`src/rtl/core_sequencer.sv`:
```
// Multi-cycle fetch/decode/execute/memory/writeback control FSM for the RV32IM core.
// Optional wait-state timeout fault enabled by defining SEQ_TIMEOUT_EN.
module core_sequencer #(
   parameter logic [1:0]  DEST_MEM       = 2'd1,
   parameter int unsigned TIMEOUT_CYCLES = 256,
   parameter int unsigned TMO_W          = 9
) (
   input  logic       clk_i,
   input  logic       rst_n_i,
   output logic       imem_req_o,
   input  logic       imem_ready_i,
   output logic       ir_load_o,
   input  logic       br_sig_i,
   input  logic       reg_wr_sig_i,
   input  logic       mem_wr_sig_i,
   input  logic [1:0] data_dest_i,
   output logic       alu_start_o,
   input  logic       alu_done_i,
   output logic       dmem_req_o,
   output logic       dmem_we_o,
   input  logic       dmem_ready_i,
   output logic       reg_wr_en_o,
   output logic       pc_wr_en_o,
   output logic       retire_o,
   input  logic       halt_req_i,
   output logic       halted_o,
   output logic       err_o,
   output logic [2:0] state_o
);

   typedef enum logic [2:0] {
      S_FETCH     = 3'd0,
      S_DECODE    = 3'd1,
      S_EXECUTE   = 3'd2,
      S_MEMORY    = 3'd3,
      S_WRITEBACK = 3'd4,
      S_HALTED    = 3'd5
   } state_t;

   state_t state_q, state_d;

   logic mem_q;
   logic st_q;
   logic wr_q;
   logic br_q;
   logic started_q;
   logic stall;
   logic tmo;
   logic err_q;

   // Branch flag is captured for next-PC selection outside this block
   logic unused_br;
   assign unused_br = br_q;

   always_comb begin
      stall = 1'b0;
      unique case (state_q)
         S_FETCH:   stall = ~imem_ready_i;
         S_EXECUTE: stall = ~alu_done_i;
         S_MEMORY:  stall = ~dmem_ready_i;
         default:   stall = 1'b0;
      endcase
   end

   always_comb begin
      state_d = S_FETCH;
      unique case (state_q)
         S_FETCH: begin
            state_d = imem_ready_i ? S_DECODE : S_FETCH;
         end
         S_DECODE: begin
            state_d = S_EXECUTE;
         end
         S_EXECUTE: begin
            if (alu_done_i) begin
               state_d = mem_q ? S_MEMORY : S_WRITEBACK;
            end else begin
               state_d = S_EXECUTE;
            end
         end
         S_MEMORY: begin
            state_d = dmem_ready_i ? S_WRITEBACK : S_MEMORY;
         end
         S_WRITEBACK: begin
            state_d = halt_req_i ? S_HALTED : S_FETCH;
         end
         S_HALTED: begin
            state_d = (halt_req_i || err_q) ? S_HALTED : S_FETCH;
         end
         default: begin
            state_d = S_FETCH;
         end
      endcase
      if (tmo) begin
         state_d = S_HALTED;
      end
   end

   always_ff @(posedge clk_i) begin
      if (!rst_n_i) begin
         state_q   <= S_FETCH;
         mem_q     <= 1'b0;
         st_q      <= 1'b0;
         wr_q      <= 1'b0;
         br_q      <= 1'b0;
         started_q <= 1'b0;
      end else begin
         state_q   <= state_d;
         // High from the second EXECUTE cycle on, so start is a single strobe
         started_q <= (state_q == S_EXECUTE) && (state_d == S_EXECUTE);
         if (state_q == S_DECODE) begin
            mem_q <= (data_dest_i == DEST_MEM);
            st_q  <= mem_wr_sig_i;
            wr_q  <= reg_wr_sig_i & ~mem_wr_sig_i;
            br_q  <= br_sig_i;
         end
      end
   end

`ifdef SEQ_TIMEOUT_EN
   localparam logic [TMO_W-1:0] TMO_LIM = TMO_W'(TIMEOUT_CYCLES - 1);

   logic [TMO_W-1:0] cnt_q;

   // Fault on the last allowed wait cycle unless the state is about to move on
   assign tmo = stall && (cnt_q == TMO_LIM);

   always_ff @(posedge clk_i) begin
      if (!rst_n_i) begin
         cnt_q <= '0;
         err_q <= 1'b0;
      end else begin
         if (state_d != state_q) begin
            cnt_q <= '0;
         end else if (stall) begin
            cnt_q <= cnt_q + 1'b1;
         end
         if (tmo) begin
            err_q <= 1'b1;
         end
      end
   end
`else
   localparam int unsigned unused_tmo_cfg = TIMEOUT_CYCLES + TMO_W;

   logic unused_stall;
   assign unused_stall = stall;
   assign tmo          = 1'b0;
   assign err_q        = 1'b0;
`endif

   always_comb begin
      imem_req_o  = 1'b0;
      ir_load_o   = 1'b0;
      alu_start_o = 1'b0;
      dmem_req_o  = 1'b0;
      dmem_we_o   = 1'b0;
      reg_wr_en_o = 1'b0;
      pc_wr_en_o  = 1'b0;
      retire_o    = 1'b0;
      halted_o    = 1'b0;
      if (rst_n_i) begin
         unique case (state_q)
            S_FETCH: begin
               imem_req_o = 1'b1;
               ir_load_o  = imem_ready_i;
            end
            S_EXECUTE: begin
               alu_start_o = ~started_q;
            end
            S_MEMORY: begin
               dmem_req_o = 1'b1;
               dmem_we_o  = st_q;
            end
            S_WRITEBACK: begin
               reg_wr_en_o = wr_q;
               pc_wr_en_o  = 1'b1;
               retire_o    = 1'b1;
            end
            S_HALTED: begin
               halted_o = 1'b1;
            end
            default: begin
               halted_o = 1'b0;
            end
         endcase
      end
   end

   assign err_o   = rst_n_i & err_q;
   assign state_o = rst_n_i ? state_q : 3'd0;

endmodule

```
`config.mk`:
```
export PLATFORM = sky130hd
export DESIGN_NAME = core_sequencer
export DESIGN_NICKNAME = d
export VERILOG_FILES = /design/src/rtl/core_sequencer.sv
export SDC_FILE = /design/constraint.sdc
export NUM_CORES = 1
export LEC_CHECK = 0
export ABC_AREA = 1
export CAP_MARGIN = 20
export CORE_AREA = 2 2 39 41
export DETAILED_ROUTE_END_ITERATION = 10
export DIE_AREA = 0 0 41 43
export DONT_BUFFER_PORTS = 1
export HOLD_SLACK_MARGIN = 0.12
export SYNTH_ARGS = -nofsm -noshare
export SYNTH_HDL_FRONTEND = slang
export SYNTH_SLANG_ARGS = --single-unit
```
`constraint.sdc`:
```
create_clock -name clk_i -period 2.3 [get_ports clk_i]
set_input_delay 0.23 -clock clk_i [delete_from_list [all_inputs] [get_ports clk_i]]
set_output_delay 0.23 -clock clk_i [all_outputs]
set_load 0.01 [all_outputs]
```
Yosys cells after proc, flatten, opt, wreduce, memory -nomap -nowiden --
Index checks and enable logic that the tools add are counted.
Word-level totals: word-level logic and storage cells 41, output and inout bits 13, flip-flop bits (word level) 7
Operators by class: bitwise gates (word level) 3, reduce and logical (&&, ||, !) cells 3, mux-type cells 23, equality and inequality tests 7
Operator list (number):
- $mux 1 | 17
- $mux 3 | 5
- $pmux 3 s5 | 1
- $eq 3x2->1 const B | 3
- $eq 3x3->1 const B | 2
- $eq 3x1->1 const B | 1
- $logic_not 3->1 | 1
- $eq 2x1->1 const B | 1
- $not 1->1 | 2
- $reduce_or 2->1 | 1
- $and 1x1->1 | 1
- $logic_and 1x1->1 | 1

Depth between registers and ports, before layout --
Gate-level depths: netlist of run 1.
word-level depth 5, mapped depth 8, mapped depth without buffers 7

Worst setup path before layout of run 1 --
OpenSTA, ideal clock, no wires.
path kind reg-to-output, from register state_q[2], to output retire_o, stages on the path, launching flop included 4, buffers on the path 1, arrival 0.979 ns, data required time 2.070 ns, path slack 1.091 ns, cells stage by stage dfxtp_1 > nand2_1 > nor3_1 > buf_4
On the way: longest elaborated chain between the ends 3
RTL lines:
- start: declaration | RTL line 40 | state_t state_q, state_d;
- start signal: assignment | RTL line 108 | state_q <= state_d;
- $eq 3x3->1
- $mux 1 (2 in a row)
- end: declaration | RTL line 24 | output logic retire_o,
Every way passes these cells.

Worst setup path after layout of run 1 --
Ends and elaborated chain as after synthesis.

==> metrics.cfg, run 1 <==
[run_status]
status=finished clean

[drt]
antenna_left=0
drt-initial-drc-count=15
vias=425
routed_wl_um=952
vias_per_cell=4.67
wire_per_inst_um=10.5
dr.pass1.iters=4
route.detailed.drc=0

[clock_network]
path_clk_slew_ns=0.05
numCtsBuffers=3
clk_latency_ns=0.25
cts_setup_buffers=0
ctsRootBufferMaster=clkbuf_4
htreeDepth=1
clk_path_buf_depth=2
cts_tree=yes
cts_sinks=7

[global_route]
grt_pass1_vias=357
grt_pass1_wl_mm=1.49
gr-usage-all-layers_pct=13.0
antenna_found_initial=0
grt-ovfl-total=0
grt_start_max_net_pins=10

[yosys]
avgSynthCellArea_um2=6.31
synthTopCellsByArea=dfxtp_1 (31%), nand2_1 (14%), nor2_1 (9.1%)
synthDistinctLibCells=19
synth_top_area_cell=dfxtp_1
syn_area_um2=454
synth.top_cell.area_share_pct=30.9
ys_warn_count=0
synth_seq_cells=7
yosysSeqAreaShare_pct=30.9
syn-num-nets=83
syn_inst=72

[setup_path]
critPathMaxFanout=5
start_kind=flop
cp.arrival_ns=1.26
setup.worst_path.end_class=primary output
cp.required_ns=2.07
critPathKind=reg -> out

[sta]
finalCritPeriodShare_pct=64.7
fin_worst_skew_ns=0.000260
maxSlewHeadroom_pct=57.9
tns_ns=0
hold_viol_final=0
setup_slack_ns=0.812
finalMaxSlewViolations=0
worstMarginPinSlew_ns=0.626
fin_crit_ns=1.49
finalSetupViolations=0
fmax_mhz=672
rsz0062_at_grt=false

[place]
portBuffers=0
preCtsSetupSlack_ns=1.07
dp_hpwl_um=745
gp_congestion=0.743

[die]
initial_core_util_pct=32.8
die_w_um=41
ios=24
fp.dieH_um=43
core_area_mm2=0.00138
die_area_mm2=0.00176
num_rows=14

[run]
drv_cap=0

[cells_and_area]
final-seq-area_um2=140
multi_input_area_um2=239
num_antenna_cells=0
fillers=171
syn2layout_area_growth_pct=8.82
final_net_count=87
drive_above_1_share_pct=18.7

[pwr]
p_int_uw=214
clock_power_share_pct=36.7
powerDensity_mw_per_mm2=616
p_comb_share_pct=17.7
max-vdd-ir-drop_v=0.000187
p_total_uw=305
power.leakage_nw=0.240
p_sw_uw=91.1
switching_share_pct=29.9
pwr-share-seq_pct=45.6

[min_path]
hp-class=in -> reg

cells in the final DEF, fill, tap and decap left out:
cell           count
a211oi_1           1
a21oi_1            3
and3_2             1
clkbuf_1           1
clkbuf_4           3
clkinv_1           1
conb_1             1
dfxtp_1            7
dlygate4sd3_1      2
inv_1              9
inv_2              3
nand2_1           17
nand3_1            1
nand3_2            2
nand3b_1           1
nand4_1            2
nor2_1            11
nor2_2             4
nor3_1             4
nor3_2             1
cells by family after synthesis:
group                  after synthesis  synth area share [%]
AND/OR/NAND/NOR                     44                  46.8
other                                1                 0.826
flip-flops                           7                  30.9
AO/OA/AOI/OAI                        4                  4.96
buffers and inverters               16                  16.5
layout make-up:
cell class              instances  area share (%)
clock buffers                   4            5.32
flip-flops and latches          7            28.4
inverters                      13            9.87
repair buffers                  2            4.05
multi-input cells              49            48.4
well taps                      16            4.05
cell usage after synthesis:
master / instances
nand2_1: 17
nor2_1: 11
inv_1: 9
dfxtp_1: 7
nor2_2: 4
nor3_1: 4
a21oi_1: 3
inv_2: 3
buf_4: 2
nand3_2: 2
nand4_1: 2
a211oi_1: 1
and3_2: 1
buf_6: 1
clkinv_1: 1
conb_1: 1
nand3_1: 1
nand3b_1: 1
nor3_2: 1
layer usage:
metal | track usage, % | share of wire [%] | wire [um]
met1 | 17.8 | 49 | 467
met2 | 15.3 | 41 | 387
met3 | 5.24 | 9.1 | 87
met4 | 10.0 | 0.95 | 9
met5 | 0 | 0 | 0
timing repair:
item	CTS	global route
hold buffers	2	0
gates resized for setup	0	0
endpoints found under the hold margin	2	0
flip-flops by register name, indices dropped and copies added, names as in the netlist:
| name | flops |
|---|---|
| st_q | 1 |
| mem_q | 1 |
| started_q | 1 |
| wr_q | 1 |
| state_q | 3 |
critical path, stage by stage (launching register included):
cell and delay (ns):
dfxtp_1 0.42, nand2_1 0.10, nor3_1 0.50
worst paths after layout:
kind / startpoint / depth (start not counted) / to / slack, ns
worst max-delay path: state_q[2] / 2 / retire_o / 0.81
worst min-delay path: mem_wr_sig_i / 3 / wr_q / 0.15
worst min register to register: wr_q / 2 / wr_q / 0.47
worst max register to register: state_q[1] / 7 / state_q[1] / 1.13
power by group through the flow:
| stage | clock (mW) | combinational (mW) | sequential [mW] |
|---|---|---|---|
| floorplan | 0 | 0.0511 | 0.137 |
| global placement | 0 | 0.0507 | 0.141 |
| detailed placement | 0 | 0.0516 | 0.142 |
| CTS | 0.120 | 0.0547 | 0.139 |
| global route | 0.127 | 0.0632 | 0.140 |
| finish | 0.112 | 0.0540 | 0.139 |
through the flow:
step	utilization, %	cell area [um2]	hold slack, ns	std cells
after global placement	32.4	448	0.334	85
after global routing	35.7	494	0.166	91
after detailed placement	32.4	448	0.336	85
after floorplan	-	454	0.328	72
after CTS	35.7	494	0.143	91
final	35.7	494	0.151	91
Power figures use the tool's default switching activity.
==> inputs of run 2 (changes only) <==
- clock period: 2.3 -> 1.4 ns (I/O delays scaled with it)
==> metrics.cfg, run 2 (synthesis results as in run 1) <==
[sta]
rsz0062_at_grt=false
fin_worst_skew_ns=0.000972
finalMaxSlewViolations=0
tns_ns=0
finalCritPeriodShare_pct=92.1
hold_viol_final=0
fin_crit_ns=1.29
fmax_mhz=775
finalSetupViolations=0

[place]
dp_hpwl_um=729
portBuffers=0
gp_congestion=0.742
post_dp_cell_area_um2=455

[cells_and_area]
utilization_pct=39.3
final_common_cell=nand2_1
largest_reg_flops=3
fillers=168
final_net_count=91
layout_common_cells=nand2_1 (17), nor2_1 (11), inv_1 (9)
syn2layout_area_growth_pct=19.8
regMostFlops=state_q
final_area_um2=544
drive_above_1_share_pct=24.1
num_antenna_cells=0

[clock_network]
cts_sinks=7
ctsRootBufferMaster=clkbuf_4
cts_setup_buffers=0
htreeDepth=1
numCtsBuffers=3
clk_latency_ns=0.25
cts_tree=yes
path_clk_slew_ns=0.05
clk_path_buf_depth=2

[drt]
dr.pass1.iters=4
vias=441
drt-initial-drc-count=4
antenna_left=0
route.detailed.drc=0
vias_per_cell=4.64
wire_per_inst_um=10.8
routed_wl_mm=1.03

[global_route]
grt_start_max_net_pins=10
gr-usage-all-layers_pct=13.8
grt-ovfl-total=0
grt_pass1_wl_mm=1.52
antenna_found_initial=0
grt_pass1_vias=386

[die]
initial_core_util_pct=32.8
die_w_um=41
die_area_mm2=0.00176
ios=24
num_rows=14
core_area_mm2=0.00138
fp.dieH_um=43

[run_status]
status=finished clean

[pwr]
powerDensity_mw_per_mm2=951
max-vdd-ir-drop_v=0.000472
power.leakage_nw=0.260

[min_path]
hp-class=in -> reg

[setup_path]
critPathKind=reg -> out
cp.required_ns=1.26
start_kind=flop
cp.arrival_ns=1.15
setup.worst_path.end_class=primary output
critPathMaxFanout=6

[run]
drv_cap=0

[run 2: layer usage]
metal  vias to the layer above  global-route usage (%)  wire, um
met5                         -                       0         0
met4                         0                    12.0        37
met3                         4                    6.28        79
met2                        18                    17.8       420
met1                       188                    16.2       489
li1                        231                       -         -
[run 2: power by group]
| part | switching [mW] | internal (mW) | leakage (nW) | total (mW) |
|---|---|---|---|---|
| clock network | 0.0785 | 0.109 | 0.0150 | 0.188 |
| logic | 0.0632 | 0.0370 | 0.187 | 0.100 |
| registers | 0.0167 | 0.213 | 0.0578 | 0.230 |
| total | 0.159 | 0.359 | 0.260 | 0.517 |
[run 2: area by class of cell]
class	instances	area, um2	area share (%)
clock buffer	4	26.3	4.83
inverter	13	48.8	8.97
multi-input combinational	49	249	45.7
sequential	7	143	26.2
tap	16	20.0	3.68
timing repair buffer	6	57.6	10.6
[run 2: worst paths after layout]
kind                            startpoint           to  slack, ns  depth (start not counted)
worst min-delay path               rst_n_i   state_q[0]       0.14                          2
worst max register to register  state_q[2]    started_q       0.31                          6
worst min register to register        wr_q         wr_q       0.48                          2
worst max-delay path            state_q[2]  alu_start_o       0.11                          3
[run 2: critical path, cell delays in order, from the launching register on]
cell and delay (ns):
dfxtp_1 0.35, inv_2 0.13, nand3_2 0.11, nor3_1 0.30
[run 2: timing repair]
| action | CTS | global route |
|---|---|---|
| hold buffers | 5 | 0 |
| gates resized for setup | 1 | 3 |
| setup endpoints to repair | 1 | 2 |
| endpoints found under the hold margin | 4 | 0 |
[run 2: through the flow]
stage | hold slack [ns] | std cells | setup slack (ns) | total power, mW
2_1_floorplan | 0.238 | 72 | 0.281 | 0.309
3_3_place_gp | 0.245 | 86 | 0.244 | 0.316
3_5_place_dp | 0.245 | 86 | 0.237 | 0.318
4_1_cts | 0.133 | 95 | 0.0162 | 0.522
5_1_grt | 0.139 | 95 | 0.0113 | 0.560
6_report | 0.142 | 95 | 0.110 | 0.517
